--- src/rtl/uart_rx_ctrl.sv ---
// Receive-side controller: gates uart_rx, captures bytes into a FWFT FIFO, flags overrun.
// Optional line-idle timeout pulse when UART_RX_CTRL_TIMEOUT_EN is defined.
module uart_rx_ctrl #(
    parameter int unsigned DEPTH      = 16,
    parameter int unsigned CLK_FREQ   = 50_000_000,
    parameter int unsigned BAUD_RATE  = 9600,
    parameter int unsigned IDLE_CHARS = 4
) (
    input  logic                       clk,
    input  logic                       reset,
    input  logic                       enable,
    output logic                       rx_en,
    input  logic                       rx_valid,
    input  logic [7:0]                 rx_data,
    output logic                       out_valid,
    input  logic                       out_ready,
    output logic [7:0]                 out_data,
    output logic [$clog2(DEPTH):0]     level,
    output logic                       overrun,
    input  logic                       ovr_clr,
    input  logic                       flush,
    output logic                       idle_timeout
);

    localparam int unsigned AW = $clog2(DEPTH);
    localparam int unsigned LW = AW + 1;
    localparam int unsigned TO_CYC =
        32'((64'(IDLE_CHARS) * 64'd10 * 64'(CLK_FREQ)) / 64'(BAUD_RATE));

    typedef enum logic {OFF = 1'b0, ON = 1'b1} state_t;

    state_t          state;
    logic            rx_valid_q;
    logic [AW-1:0]   wr_ptr;
    logic [AW-1:0]   rd_ptr;
    logic [7:0]      mem [DEPTH];

    logic            push;
    logic            pop;
    logic            full;
    logic            wr_en;

    assign push      = rx_valid & ~rx_valid_q;
    assign out_valid = (level != '0);
    assign pop       = out_valid & out_ready;
    assign full      = (level == LW'(DEPTH));
    // A full FIFO still accepts a byte when the head leaves on the same edge.
    assign wr_en     = push & (~full | pop) & ~flush;
    assign out_data  = mem[rd_ptr];

    // Control FSM: rx_en follows enable one cycle later.
    always_ff @(posedge clk or posedge reset) begin
        if (reset) begin
            state <= OFF;
            rx_en <= 1'b0;
        end else begin
            case (state)
                OFF: if (enable) begin
                    state <= ON;
                    rx_en <= 1'b1;
                end
                ON: if (!enable) begin
                    state <= OFF;
                    rx_en <= 1'b0;
                end
                default: begin
                    state <= OFF;
                    rx_en <= 1'b0;
                end
            endcase
        end
    end

    // Edge detector on the level-style rx_valid.
    always_ff @(posedge clk or posedge reset) begin
        if (reset) rx_valid_q <= 1'b0;
        else       rx_valid_q <= rx_valid;
    end

    always_ff @(posedge clk) begin
        if (wr_en) mem[wr_ptr] <= rx_data;
    end

    // Pointers, occupancy and sticky overrun; flush dominates everything.
    always_ff @(posedge clk or posedge reset) begin
        if (reset) begin
            wr_ptr  <= '0;
            rd_ptr  <= '0;
            level   <= '0;
            overrun <= 1'b0;
        end else if (flush) begin
            wr_ptr  <= '0;
            rd_ptr  <= '0;
            level   <= '0;
            overrun <= 1'b0;
        end else begin
            if (wr_en) wr_ptr <= wr_ptr + AW'(1);
            if (pop)   rd_ptr <= rd_ptr + AW'(1);
            case ({wr_en, pop})
                2'b10:   level <= level + LW'(1);
                2'b01:   level <= level - LW'(1);
                default: level <= level;
            endcase
            if (push && full && !pop) overrun <= 1'b1;
            else if (ovr_clr)         overrun <= 1'b0;
        end
    end

`ifdef UART_RX_CTRL_TIMEOUT_EN
    localparam int unsigned TW = $clog2(TO_CYC + 1);

    logic [TW-1:0] to_cnt;
    logic          to_pulse;

    // Counts idle cycles while data waits; saturates at TO_CYC after one pulse.
    always_ff @(posedge clk or posedge reset) begin
        if (reset) begin
            to_cnt   <= '0;
            to_pulse <= 1'b0;
        end else if (push || pop || flush || level == '0) begin
            to_cnt   <= '0;
            to_pulse <= 1'b0;
        end else if (to_cnt != TW'(TO_CYC)) begin
            to_cnt   <= to_cnt + TW'(1);
            to_pulse <= (to_cnt == TW'(TO_CYC - 1));
        end else begin
            to_pulse <= 1'b0;
        end
    end

    assign idle_timeout = to_pulse;
`else
    logic [31:0] to_cyc_unused;
    assign to_cyc_unused = TO_CYC;
    assign idle_timeout  = 1'b0;
`endif

endmodule

--- config.mk ---
export PLATFORM = sky130hd
export DESIGN_NAME = uart_rx_ctrl
export DESIGN_NICKNAME = d
export VERILOG_FILES = /design/src/rtl/uart_rx_ctrl.sv
export SDC_FILE = /design/constraint.sdc
export NUM_CORES = 1
export LEC_CHECK = 0
export ABC_AREA = 1
export CAP_MARGIN = 40
export CORE_MARGIN = 2
export CORE_UTILIZATION = 55
export DETAILED_ROUTE_END_ITERATION = 7
export PLACE_DENSITY = 0.78
export SETUP_SLACK_MARGIN = 0.4
export SYNTH_ARGS = -nofsm -noshare
export SYNTH_HDL_FRONTEND = slang
export SYNTH_SLANG_ARGS = --single-unit
--- constraint.sdc ---
create_clock -name clk -period 4.73 [get_ports clk]
set_input_delay 1.1825 -clock clk [delete_from_list [all_inputs] [get_ports clk]]
set_output_delay 1.1825 -clock clk [all_outputs]
set_load 0.02 [all_outputs]
==> key figures, run 1 <==
Status
  • Outcome: finished, final reports clean

Die
  • Core ar.: 10,800 µm²
  • Die Y: 109 µm
  • Num ports: 32
  • Starting Density: 0.564
  • Die Width: 109 µm
  • Rows: 38
  • Die ar.: 12,000 µm²

Power
  • Standby leakage power: 2.53 nW
  • PD cells: 499 nW/µm²
  • Worst vdd ir: 0.000320 V
  • Tot Pwr: 0.00364 W

Clock tree
  • Hold_buf cts: 0
  • Post-CTS setup buffers: 0
  • CTS resizes: 0
  • Clk_lat worst skew: 530 ps
  • Longest Clk Path Bufs: 2
  • CTS Sinks: 145
  • Root buf cell: clkbuf_8
  • Clock buffer count from CTS: 17
  • CTS tree: built
  • Reg clk slew, reported paths: 60 ps
  • H-Tree Depth: 4

Layout
  • Area growth syn-to-layout: 19.2%
  • Share of post-route cells with drive strength above 1: 0.142
  • Area of the multi-input gates: 1610 µm²
  • Fin util: 0.672
  • Fillers: 762
  • # diodes: 0
  • Number of nets in the layout: 538
  • Storage cell area: 4270 µm²

Worst setup path
  • Crit-path slowest cell: buf_4
  • Buf/Inv on CP: 2
  • Critical-path cell list: buf_4, nor2_1, o32ai_1, o211ai_1, nand2_1, clkdlybuf4s50_1
  • Critical Path Fanout Max: 66
  • Critical Path RT: 3550 ps
  • Top Family by Delay on Critical Path: buffers and inverters
  • R2r startpoint: level[2]$_DFFE_PP0P_
  • CP startpoint: rd_ptr[0]$_DFFE_PP0P_
  • CP Capture Type: output pin
  • WP data arrival: 2900 ps
  • Crit path launch type: register
  • Worst stage delay on the critical path: 630 ps
  • Worst R2R Setup Slack: 2520 ps
  • WS Path Type: register to output pin

Global routing
  • Largest net degree at the start of global routing: 67
  • First-pass GRT wire length: 21.5 mm
  • Number of global-route vias before repair: 4,155
  • Remaining global-route overflow: 0
  • Global Route Usage Sum: 0.248
  • Initial antenna violation count: 0

Timing
  • Setup violations, final: 0
  • RSZ-0062 raised after global routing: false
  • Final worst-path cycle share: 0.864
  • Slew headroom: 0.425
  • Min cycle time layout: 4090 ps
  • Pins Over Slew Limit: 0
  • Max Clk Rate: 245 MHz
  • Setup TNS: 0 ps
  • Final hold violations: 0
  • Max Clock Skew: 7.17 ps
  • Least-Margin Pin Slew: 860 ps

Detailed routing
  • Post-route ant nets: 0
  • Remaining DRCs: 0
  • Drt first pass iters: 5
  • Via density: 6.02
  • Post-Route WL: 13.4 mm
  • First DRT Iteration DRCs: 590
  • Vias: 4,029
  • DR WL/cell: 20.0 µm

Synth
  • Post-synth EDFFs: 128
  • Post-synthesis cell area: 6110 µm²
  • Cell taking the most area after synthesis: edfxtp_1
  • Post-synth top area share: 0.629
  • Sequential-to-total area share from yosys stat: 0.699
  • Post-Syn Instances: 469
  • Mapped Avg Cell Area: 13.0 µm²
  • Synthesis-stage register bit count: 145
  • Post-synth cell types: 33
  • Most frequent cell after synthesis: edfxtp_1
  • Top post-synthesis cells by count: edfxtp_1, nor2_1, o21ai_0, nand2_1
  • Post-Syn Nets: 491
  • Warnings from Yosys: 0
  • Largest cells by area after synthesis: edfxtp_1, dfrtp_1, nor2_1
  • Post-synth top flop: edfxtp_1
  • Asr flop ratio synth: 0.117

Placement
  • Final Wtd Congestion: 0.865
  • I/O Buffers: 30
  • Detailed placement HPWL: 8.51 mm

Min path
  • Hold WC Path Type: register to register
  • Worst hold start: state$_DFF_PP0_

Job
  • Max-cap violation count: 0
[cell type report]
type / count / share of cell area
inverters: 28 / 0.0151
well taps: 140 / 0.0241
multi-input cells: 272 / 0.222
clock inverters: 11 / 0.0258
flip-flops and latches: 145 / 0.586
repair buffers: 52 / 0.0667
clock buffers: 21 / 0.0603
[logic make-up after synthesis]
group | share of synthesized area
flops | 0.699
fa+ha+maj | 0.0143
other cells | 0.000614
buf+inv | 0.0371
compound gates | 0.0991
mux | 0.0377
simple gates | 0.112
[placed cells by master, fill, tap and decap left out, types with 7 or more instances in the layout]
master	instances
nand2_1	38
edfxtp_1	128
o21ai_0	42
nand3_1	15
nor3_1	15
o221ai_1	23
inv_1	20
a21oi_1	7
dfrtp_1	15
buf_4	20
mux2i_1	23
nor2_1	62
clkbuf_16	16
clkdlybuf4s50_1	30
o211ai_1	8
ha_1	7
o32ai_1	8
[power breakdown]
group	internal (W)	switching, W
sequential	0.00142	0.0000423
clock	0.000920	0.000488
combinational	0.000295	0.000466
total	0.00264	0.000996
[worst register-to-register path, cell delays in order, from the launching register on]
cell and delay (ps):
dfrtp_1 490, nor2_2 90, nand3_2 120, nand3_4 190, inv_1 150, nand2_1 120
nor2_1 670
[routing by layer]
layer | vias up | track usage | wire length [µm]
met2 | 202 | 0.422 | 6730
li1 | 1835 | - | -
met5 | - | 0 | 0
met1 | 1962 | 0.306 | 5420
met4 | 0 | 0.0904 | 322
met3 | 30 | 0.0664 | 900
[path summary, 6_finish.rpt]
path	end	cells after the start
max	out_data[2]	6
min	rx_en$_DFFE_PP0P_	1
max reg2reg	mem[4][7]$_DFFE_PP_	6
min reg2reg	rx_en$_DFFE_PP0P_	1
max in group asynchronous	rd_ptr[0]$_DFFE_PP0P_	2
min in group asynchronous	overrun$_DFFE_PP0P_	2
[per-stage QoR]
step | hold WS, ps | area (µm²) | cells | setup WS (ps)
finish | 423 | 7280 | 669 | 644
detailed placement | 418 | 6660 | 637 | 1190
global placement | 408 | 6600 | 632 | 1070
floorplan | 398 | 6110 | 469 | 2060
CTS | 429 | 7280 | 669 | 607
global route | 452 | 7280 | 669 | 456
[sequential cells by signal, indices dropped and copies added, names as in the netlist]
register / count
rd_ptr: 4
mem: 128
wr_ptr: 4
overrun: 1
rx_en: 1
rx_valid_q: 1
level: 5
state: 1
Note: power is estimated with default switching activity, not from simulation.
==> run 2: changes to the inputs <==
--- a/config.mk
+++ b/config.mk
@@ -5,13 +5,14 @@
 export SDC_FILE = /design/constraint.sdc
 export NUM_CORES = 1
 export LEC_CHECK = 0
-export ABC_AREA = 1
 export CAP_MARGIN = 40
 export CORE_MARGIN = 2
 export CORE_UTILIZATION = 55
 export DETAILED_ROUTE_END_ITERATION = 7
 export PLACE_DENSITY = 0.78
+export RECOVER_POWER = 100
 export SETUP_SLACK_MARGIN = 0.4
 export SYNTH_ARGS = -nofsm -noshare
 export SYNTH_HDL_FRONTEND = slang
 export SYNTH_SLANG_ARGS = --single-unit
+export TNS_END_PERCENT = 10
==> run 2 against run 1 <==
Effect of this change:
- synthesized cell count decreased by 35%
- clock skew up 3.5 ps
- register-to-register slack got worse by 800 ps
- via count fell by 25%
- worst hold slack better by 20 ps
- sequential power about the same
- clock power down 11%
- combinational power fell by 16%
- sequential share of layout area increased by 3.0 points
- first-iteration DRC count down 50%
- die area shrank 2.9%
==> key figures, run 2 <==
Global routing
  • Initial antenna violation count: 0
  • Global Route Usage Sum: 0.222
  • Grt met3 use: 0.0545
  • First-pass GRT wire length: 17.8 mm
  • Met2 GRT Util: 0.341
  • Number of global-route vias before repair: 3,042
  • GRT busiest layer: met2
  • Largest net degree at the start of global routing: 36
  • Remaining global-route overflow: 0
  • Grt met1 use: 0.304

Die
  • Starting Density: 0.571
  • Num ports: 32
  • Core ar.: 10,400 µm²
  • Die ar.: 11,600 µm²
  • Rows: 37
  • Die Y: 108 µm
  • Die Width: 108 µm

Detailed routing
  • DR WL/cell: 23.3 µm
  • Via density: 6.03
  • Remaining DRCs: 0
  • Post-route ant nets: 0
  • Vias: 3,028
  • Drt first pass iters: 5
  • First DRT Iteration DRCs: 294
  • Post-Route WL: 11.7 mm

Power
  • PD cells: 485 nW/µm²
  • Standby leakage power: 2.28 nW
  • Worst vdd ir: 0.000266 V
  • Tot Pwr: 0.00336 W

Layout
  • Post-route cell area: 6930 µm²
  • Biggest register: mem
  • Number of nets in the layout: 376
  • Largest regs: mem (128), level (5)
  • Fillers: 692
  • # diodes: 0
  • Share of post-route cells with drive strength above 1: 0.219
  • Largest register FFs: 128
  • Commonest non-fill, non-tap cells in the layout: edfxtp_1, mux4_2, nor2_1
  • Commonest non-fill, non-tap cell in the layout: edfxtp_1
  • Area growth syn-to-layout: 17.0%

Timing
  • Max Clock Skew: 10.6 ps
  • Slew headroom: 0.483
  • Setup violations, final: 0
  • RSZ-0062 raised after global routing: false
  • Setup TNS: 0 ps
  • Max Clk Rate: 237 MHz
  • Final hold violations: 0
  • Pins Over Slew Limit: 0
  • Min cycle time layout: 4230 ps
  • Least-Margin Pin Slew: 772 ps
  • Final worst-path cycle share: 0.894

Worst setup path
  • CP startpoint: rd_ptr[0]$_DFFE_PP0P_
  • Critical-path cell list: clkbuf_2, mux4_2, mux4_2, dlygate4sd3_1
  • Reg2reg end: level[4]$_DFFE_PP0P_
  • Total stage count of the critical path: 4
  • Crit path top cell by count: mux4_2
  • Top Family by Delay on Critical Path: multiplexers
  • R2r startpoint: level[1]$_DFFE_PP0P_
  • Worst stage delay on the critical path: 670 ps
  • Critical Path Fanout Max: 10
  • Critical Path RT: 3550 ps
  • WS Path Type: register to output pin
  • CP Capture Type: output pin
  • Crit-path slowest cell: dlygate4sd3_1
  • Crit path launch type: register
  • Buf/Inv on CP: 2
  • WP data arrival: 3050 ps
  • Cells on worst reg2reg path: 8
  • Worst R2R Setup Slack: 1720 ps

Synth
  • Post-synth cell types: 38
  • Top post-synthesis cells by count: edfxtp_1, mux4_2, nor2_1, dfrtp_1, clkbuf_1
  • Asr flop ratio synth: 0.117
  • Sequential-to-total area share from yosys stat: 0.721
  • Largest cells by area after synthesis: edfxtp_1, mux4_2, dfrtp_1
  • Warnings from Yosys: 0
  • Post-Syn Instances: 304
  • Mapped Avg Cell Area: 19.5 µm²
  • Post-synthesis cell area: 5920 µm²
  • Most frequent cell after synthesis: edfxtp_1
  • Cell taking the most area after synthesis: edfxtp_1
  • Post-Syn Nets: 326
  • Synthesis-stage register bit count: 145
  • Post-synth top area share: 0.649
  • Post-synth top flop: edfxtp_1
  • Post-synth EDFFs: 128

Placement
  • Final Wtd Congestion: 0.793
  • Detailed placement HPWL: 7.39 mm
  • DP Area: 6440 µm²
  • I/O Buffers: 30

Clock tree
  • Clock buffer count from CTS: 17
  • CTS tree: built
  • Hold_buf cts: 0
  • Clk_lat worst skew: 520 ps
  • Longest Clk Path Bufs: 2
  • Reg clk slew, reported paths: 60 ps
  • CTS Sinks: 145
  • H-Tree Depth: 4
  • Root buf cell: clkbuf_8

Min path
  • WHS Endpoint: rx_en$_DFFE_PP0P_
  • Hold WC Path Type: register to register
  • Hold path cells: 1
  • Worst hold start: state$_DFF_PP0_

Status
  • Outcome: finished, final reports clean

Job
  • Max-cap violation count: 0
## run 2: cell count changes in the layout (fill, tap and decap cells not counted), moves of 13 or more
| cell | previous run | this run |
|---|---|---|
| buf_4 | 20 | 3 |
| mux2i_1 | 23 | 1 |
| o21ai_0 | 42 | 2 |
| nand2_1 | 38 | 7 |
| inv_1 | 20 | 6 |
| nor3_1 | 15 | 2 |
| clkdlybuf4s50_1 | 30 | 3 |
| mux4_2 | 0 | 40 |
| dlygate4sd3_1 | 0 | 27 |
| nor2_1 | 62 | 30 |
| o221ai_1 | 23 | 1 |
## run 2: timing repair
item                                    CTS  global route
buffers inserted                          0             2
endpoints found under the setup margin    8             1
gates resized for setup                   1             0
## run 2: kinds of logic after synthesis
kind of cell / after synthesis / synth area share
other cells: 1 / 0.000633
fa+ha+maj: 7 / 0.0148
flops: 145 / 0.721
buf+inv: 22 / 0.0167
xor+xnor: 8 / 0.0118
compound gates: 16 / 0.0228
mux: 43 / 0.159
simple gates: 62 / 0.0537
## run 2: metrics by stage
stage | hold slack, ps | util | std cells | setup WS, ps
6_report | 443 | 0.668 | 502 | 502
5_1_grt | 482 | 0.668 | 502 | 359
4_1_cts | 447 | 0.675 | 500 | 471
3_5_place_dp | 435 | 0.621 | 469 | 780
3_3_place_gp | 427 | 0.621 | 469 | 821
2_1_floorplan | 411 | - | 304 | 1520
## run 2: worst max path at each step
stage / endpoint / slack, ps
3_3_place_gp: mem[0][4]$_DFFE_PP_ / 820
4_1_cts: out_data[7] / 470
6_report: out_data[7] / 500
2_1_floorplan: out_data[0] / 1520
3_5_place_dp: mem[2][3]$_DFFE_PP_ / 780
5_1_grt: out_data[6] / 360
## run 2: cell type report
| cell class | instances | area [µm²] | area share |
|---|---|---|---|
| clock buffer | 19 | 422 | 0.0608 |
| clock inverter | 12 | 131 | 0.0190 |
| inverter | 6 | 22.5 | 0.00325 |
| multi-input combinational | 137 | 1520 | 0.219 |
| sequential | 145 | 4270 | 0.616 |
| tap | 136 | 170 | 0.0245 |
| timing repair buffer | 47 | 393 | 0.0567 |
## run 2: routing by layer
layer | part of all wire | wire length, µm
met4 | 0.022 | 262
met5 | 0 | 0
met1 | 0.41 | 4810
met3 | 0.074 | 869
met2 | 0.49 | 5750
## run 2: where the power goes
| group | total [W] | internal, W | switching [W] |
|---|---|---|---|
| clock network | 0.00125 | 0.000748 | 0.000501 |
| registers | 0.00147 | 0.00142 | 0.0000443 |
| logic | 0.000643 | 0.000326 | 0.000318 |
| total | 0.00336 | 0.00250 | 0.000863 |
